<file path="src/rtl/mix_columns_seq.v">
`default_nettype none
// ============================================================================
// Module   : mix_columns_seq
// Brief    : Sequential AES MixColumns, one column per clock, valid/ready I/O.
//            Optional InvMixColumns selected per block when
//            MIX_COLUMNS_SEQ_INV_EN is defined (adds the inv input).
// Revision : 1.0 - initial release
// ============================================================================
module mix_columns_seq (
    input  logic         clk,
    input  logic         rst,
    input  logic [127:0] in,
    input  logic         in_valid,
    output logic         in_ready,
`ifdef MIX_COLUMNS_SEQ_INV_EN
    input  logic         inv,
`endif
    output logic [127:0] out,
    output logic         out_valid,
    input  logic         out_ready
);

    typedef enum logic [1:0] {
        S_IDLE = 2'd0,
        S_BUSY = 2'd1,
        S_DONE = 2'd2
    } state_t;

    localparam logic [1:0] c_last_col = 2'd3;
    localparam logic [7:0] c_poly     = 8'h1b;

    state_t       r_fsm;
    logic [1:0]   r_col;
    logic [127:0] r_state;
    logic         r_out_valid;

    logic [31:0]  w_col;
    logic [7:0]   w_a0, w_a1, w_a2, w_a3;
    logic [31:0]  w_fwd;
    logic [31:0]  w_mixed;
    logic         w_accept;

    // ------------------------------------------------------------------
    // GF(2^8) helpers
    // ------------------------------------------------------------------
    function automatic logic [7:0] xt(input logic [7:0] b);
        xt = {b[6:0], 1'b0} ^ (b[7] ? c_poly : 8'h00);
    endfunction

    function automatic logic [7:0] mul3(input logic [7:0] b);
        mul3 = xt(b) ^ b;
    endfunction

    // ------------------------------------------------------------------
    // Column select and forward product
    // ------------------------------------------------------------------
    always_comb begin
        w_col = r_state[127:96];
        case (r_col)
            2'd0:    w_col = r_state[127:96];
            2'd1:    w_col = r_state[95:64];
            2'd2:    w_col = r_state[63:32];
            default: w_col = r_state[31:0];
        endcase
    end

    assign w_a0 = w_col[31:24];
    assign w_a1 = w_col[23:16];
    assign w_a2 = w_col[15:8];
    assign w_a3 = w_col[7:0];

    assign w_fwd = {xt(w_a0) ^ mul3(w_a1) ^ w_a2       ^ w_a3,
                    w_a0     ^ xt(w_a1)   ^ mul3(w_a2) ^ w_a3,
                    w_a0     ^ w_a1       ^ xt(w_a2)   ^ mul3(w_a3),
                    mul3(w_a0) ^ w_a1     ^ w_a2       ^ xt(w_a3)};

`ifdef MIX_COLUMNS_SEQ_INV_EN
    logic        r_inv;
    logic [31:0] w_inv;

    // Inverse coefficients built from x2/x4/x8 multiples of each byte.
    function automatic logic [7:0] mul9(input logic [7:0] b);
        mul9 = xt(xt(xt(b))) ^ b;
    endfunction

    function automatic logic [7:0] mulb(input logic [7:0] b);
        mulb = xt(xt(xt(b))) ^ xt(b) ^ b;
    endfunction

    function automatic logic [7:0] muld(input logic [7:0] b);
        muld = xt(xt(xt(b))) ^ xt(xt(b)) ^ b;
    endfunction

    function automatic logic [7:0] mule(input logic [7:0] b);
        mule = xt(xt(xt(b))) ^ xt(xt(b)) ^ xt(b);
    endfunction

    assign w_inv = {mule(w_a0) ^ mulb(w_a1) ^ muld(w_a2) ^ mul9(w_a3),
                    mul9(w_a0) ^ mule(w_a1) ^ mulb(w_a2) ^ muld(w_a3),
                    muld(w_a0) ^ mul9(w_a1) ^ mule(w_a2) ^ mulb(w_a3),
                    mulb(w_a0) ^ muld(w_a1) ^ mul9(w_a2) ^ mule(w_a3)};

    assign w_mixed = r_inv ? w_inv : w_fwd;

    always_ff @(posedge clk) begin
        if (rst) begin
            r_inv <= 1'b0;
        end else if (w_accept) begin
            r_inv <= inv;
        end
    end
`else
    assign w_mixed = w_fwd;
`endif

    // ------------------------------------------------------------------
    // Handshake
    // ------------------------------------------------------------------
    always_comb begin
        in_ready = 1'b0;
        case (r_fsm)
            S_IDLE:  in_ready = 1'b1;
            S_BUSY:  in_ready = 1'b0;
            S_DONE:  in_ready = out_ready;
            default: in_ready = 1'b0;
        endcase
    end

    assign w_accept  = in_valid && in_ready;
    assign out       = r_state;
    assign out_valid = r_out_valid;

    // ------------------------------------------------------------------
    // Control FSM and state register
    // ------------------------------------------------------------------
    always_ff @(posedge clk) begin
        if (rst) begin
            r_fsm       <= S_IDLE;
            r_col       <= 2'd0;
            r_state     <= 128'h0;
            r_out_valid <= 1'b0;
        end else begin
            case (r_fsm)
                S_IDLE: begin
                    if (w_accept) begin
                        r_state <= in;
                        r_col   <= 2'd0;
                        r_fsm   <= S_BUSY;
                    end
                end
                S_BUSY: begin
                    case (r_col)
                        2'd0:    r_state[127:96] <= w_mixed;
                        2'd1:    r_state[95:64]  <= w_mixed;
                        2'd2:    r_state[63:32]  <= w_mixed;
                        default: r_state[31:0]   <= w_mixed;
                    endcase
                    r_col <= r_col + 2'd1;
                    if (r_col == c_last_col) begin
                        r_fsm       <= S_DONE;
                        r_out_valid <= 1'b1;
                    end
                end
                S_DONE: begin
                    // Consumer handoff; a waiting block is taken on the same edge.
                    if (out_ready) begin
                        r_out_valid <= 1'b0;
                        if (in_valid) begin
                            r_state <= in;
                            r_col   <= 2'd0;
                            r_fsm   <= S_BUSY;
                        end else begin
                            r_fsm <= S_IDLE;
                        end
                    end
                end
                default: begin
                    r_fsm       <= S_IDLE;
                    r_col       <= 2'd0;
                    r_out_valid <= 1'b0;
                end
            endcase
        end
    end

endmodule
`default_nettype wire

</file>
<file path="config.mk">
export PLATFORM = sky130hd
export DESIGN_NAME = mix_columns_seq
export DESIGN_NICKNAME = d
export VERILOG_FILES = /design/src/rtl/mix_columns_seq.v
export SDC_FILE = /design/constraint.sdc
export NUM_CORES = 1
export LEC_CHECK = 0
export ABC_AREA = 0
export CORE_ASPECT_RATIO = 1.75
export CORE_UTILIZATION = 53
export DETAILED_ROUTE_END_ITERATION = 10
export PLACE_DENSITY = 0.88
export SLEW_MARGIN = 20
export SYNTH_ARGS = -nofsm -noshare
export SYNTH_HDL_FRONTEND = slang
export SYNTH_SLANG_ARGS = --single-unit
</file>
<file path="constraint.sdc">
create_clock -name clk -period 4.4 [get_ports clk]
set_input_delay 0.88 -clock clk [delete_from_list [all_inputs] [get_ports clk]]
set_output_delay 0.88 -clock clk [all_outputs]
set_load 0.01 [all_outputs]
</file>
==> impl_metrics.ini <==
[timing]
period_minus_slack_ns = 4.00
post-route-period-util_pct = 90.9
grt_setup_unrepaired = false
fin_setup_tns_ns = 0
worst_slew_pin_slew_ns = 1.17
fin_hold_ws_ns = 0.459
slew_headroom_pct = 21.8
hold_violations = 0
fin_skew_ns = 0.0107
fmaxAchievable_mhz = 250
setup_viol = 0
maxSlewViolCount = 0

[worst_setup_path]
cp.required_ns = 4.68
critPathCaptureType = flip-flop
cpPeakStageDelay_ns = 0.98
crit_chain = inv_1 -> ha_1 -> buf_4 -> a222oi_1 -> xnor2_1 -> xnor2_1 -> a21oi_1 -> xor2_1 -> a2111oi_0
path_max_fanout = 18
path_buf_inv = 2
cp.arrival_ns = 4.27
crit_slowest_cell = a222oi_1
start_kind = flip-flop
cpMostUsedCell = xnor2_1
critPathKind = flip-flop to flip-flop
cp_top_family = compound AO/OA/AOI/OAI gates

[run]
max-cap-violations = 0

[clocking]
htreeDepth = 4
cts_root_buf = clkbuf_16
cts_tree = done
postCtsSetupBuffers = 0
cts_buffer_depth = 2
worstSkewPairLatency_ns = 0.43
path_clk_slew_ns = 0.07
numCtsBuffers = 17
hold_buffers = 0
cts.sinks = 133
cts_resized = 0

[routing]
drt_iter0_markers = 1384
routedWlPerCell_um = 23.8
wirelength_um = 37800
antenna_left = 0
dr.pass1.iters = 9
drc = 0
viasPerCell = 6.73
num_vias = 10700

[floorplanning]
pin_count = 262
start_util_pct = 54.5
die-area_um2 = 17500
rows = 62
die_h_um = 174
core_area_um2 = 16500
die_x_um = 101

[power_and_ir_drop]
power_frac_comb_pct = 54.2
power.total_w = 0.00707
p_sw_w = 0.00317
p_seq_share_pct = 25.9
powerDensity_nw_per_um2 = 569
clkPwrFrac_pct = 19.9
peakVddDrop_mv = 0.320
leakage_nw = 4.61
swShare_pct = 44.9
p_int_w = 0.00390

[synth]
ys_types = 53
syn_area_um2 = 9000
yosysSeqAreaShare_pct = 29.6
synth_ff_type = dfxtp_1
synth_edf_count = 0
ys_async_sr_fraction_pct = 0
syn_area_per_cell_um2 = 7.97
synth_nets = 1266
synth_cells = 1129
yosys_register_bits = 133
ys_warn_count = 0

[placed_design]
dp_cells = 1555
portBuffers = 261
hpwlAfterDp_um = 26500
gp_congestion = 1.00
place_area_um2 = 11800

[global_route]
grt_usage_pct = 42.8
antenna_found_initial = 0
grt_pass1_wl_um = 57300
grt_start_max_net_pins = 93
grt_pass1_vias = 10700
overflow = 0

[cells_and_area]
area_delta_synth_final_pct = 38.1
final_cells = 1587
final_common_cell = clkdlybuf4s50_1
drive_gt1_share_pct = 7.04
diodes = 0
final_cell_mix = clkdlybuf4s50_1 (260), dfxtp_1 (133), nor2_1 (107)
final_nets = 1487
fin_area_um2 = 12400

[min_path]
hp-class = flip-flop to flip-flop

[status]
status = complete, no violations
==> state kept, by name, summed over array words and instances, names as in the netlist <==
signal	flops
out_valid	1
r_fsm	2
r_col	2
out	128
==> worst reg2reg max path, cell delays in order, from the launching register on <==
cell       delay (ns)
dfxtp_1          0.43
inv_1            0.11
ha_1             0.58
buf_4            0.37
a222oi_1         0.99
xnor2_1          0.24
xnor2_1          0.19
a21oi_1          0.22
xor2_1           0.20
a2111oi_0        0.53
==> cell usage after synthesis (17+ instances only) <==
master	number	area share (%)
o211ai_1	27	2.3
xor2_1	62	6.0
nand3_1	40	2.2
mux2i_1	17	1.9
o21ai_0	17	0.94
xnor2_1	104	10
o22ai_1	24	1.7
a21oi_1	71	3.9
and3_1	28	1.9
nand2b_1	17	1.2
a2111oi_0	20	1.9
o21a_1	27	2.3
clkbuf_1	82	3.4
a41oi_1	20	1.9
a22o_1	20	1.9
nor2_1	107	4.5
dfxtp_1	133	30
nand2_1	92	3.8
nor3_1	71	3.9
a222oi_1	32	3.6
==> layer usage <==
layer / up-vias / track usage [%] / wire [um]
li1: 4604 / - / -
met1: 4895 / 45.1 / 12100
met2: 895 / 70.4 / 18200
met3: 287 / 10.2 / 4010
met4: 0 / 36.8 / 3540
met5: - / 0 / 0
==> cells by family after synthesis <==
family | after synthesis | share of synthesized area [%]
xor gates and xnor gates | 167 | 16.3
DFF | 133 | 29.6
buffers and inverters | 99 | 4.49
and+or+nand+nor | 385 | 19.8
muxes | 20 | 2.39
adders and majority gates | 5 | 0.695
AOI/OAI and AO/OA | 320 | 26.7
==> power groups by stage <==
stage	clock [W]	combinational (W)	sequential, W
final	0.00141	0.00383	0.00183
after global routing	0.00146	0.00404	0.00184
after CTS	0.00140	0.00372	0.00180
after detailed placement	0	0.00367	0.00182
after global placement	0	0.00361	0.00183
after floorplan	0	0.00225	0.00181
==> stage by stage <==
stage,setup slack [ns],utilization [%]
CTS,0.653,75.2
detailed placement,0.681,71.7
floorplan,1.55,-
finish,0.403,75.2
global route,0.337,75.2
global placement,0.800,71.7
==> path summary, 6_finish.rpt <==
kind | slack [ns] | startpoint | depth (start not counted) | to
max reg2reg | 0.40 | r_col[0]$_SDFFE_PP0P_ | 9 | out[90]$_SDFFE_PP0P_
min | 0.46 | out_valid$_SDFFE_PP0P_ | 2 | out_valid$_SDFFE_PP0P_
min reg2reg | 0.46 | out_valid$_SDFFE_PP0P_ | 2 | out_valid$_SDFFE_PP0P_
max | 0.40 | r_col[0]$_SDFFE_PP0P_ | 9 | out[90]$_SDFFE_PP0P_
==> cell type report <==
cell class	count	area [um^2]
tap	224	280
inverter	3	11.3
fill	1220	4090
clock buffer	18	429
sequential	133	2660
multi-input combinational	897	5990
clock inverter	14	144
timing repair buffer	298	2910
Power figures use the tool's default switching activity.
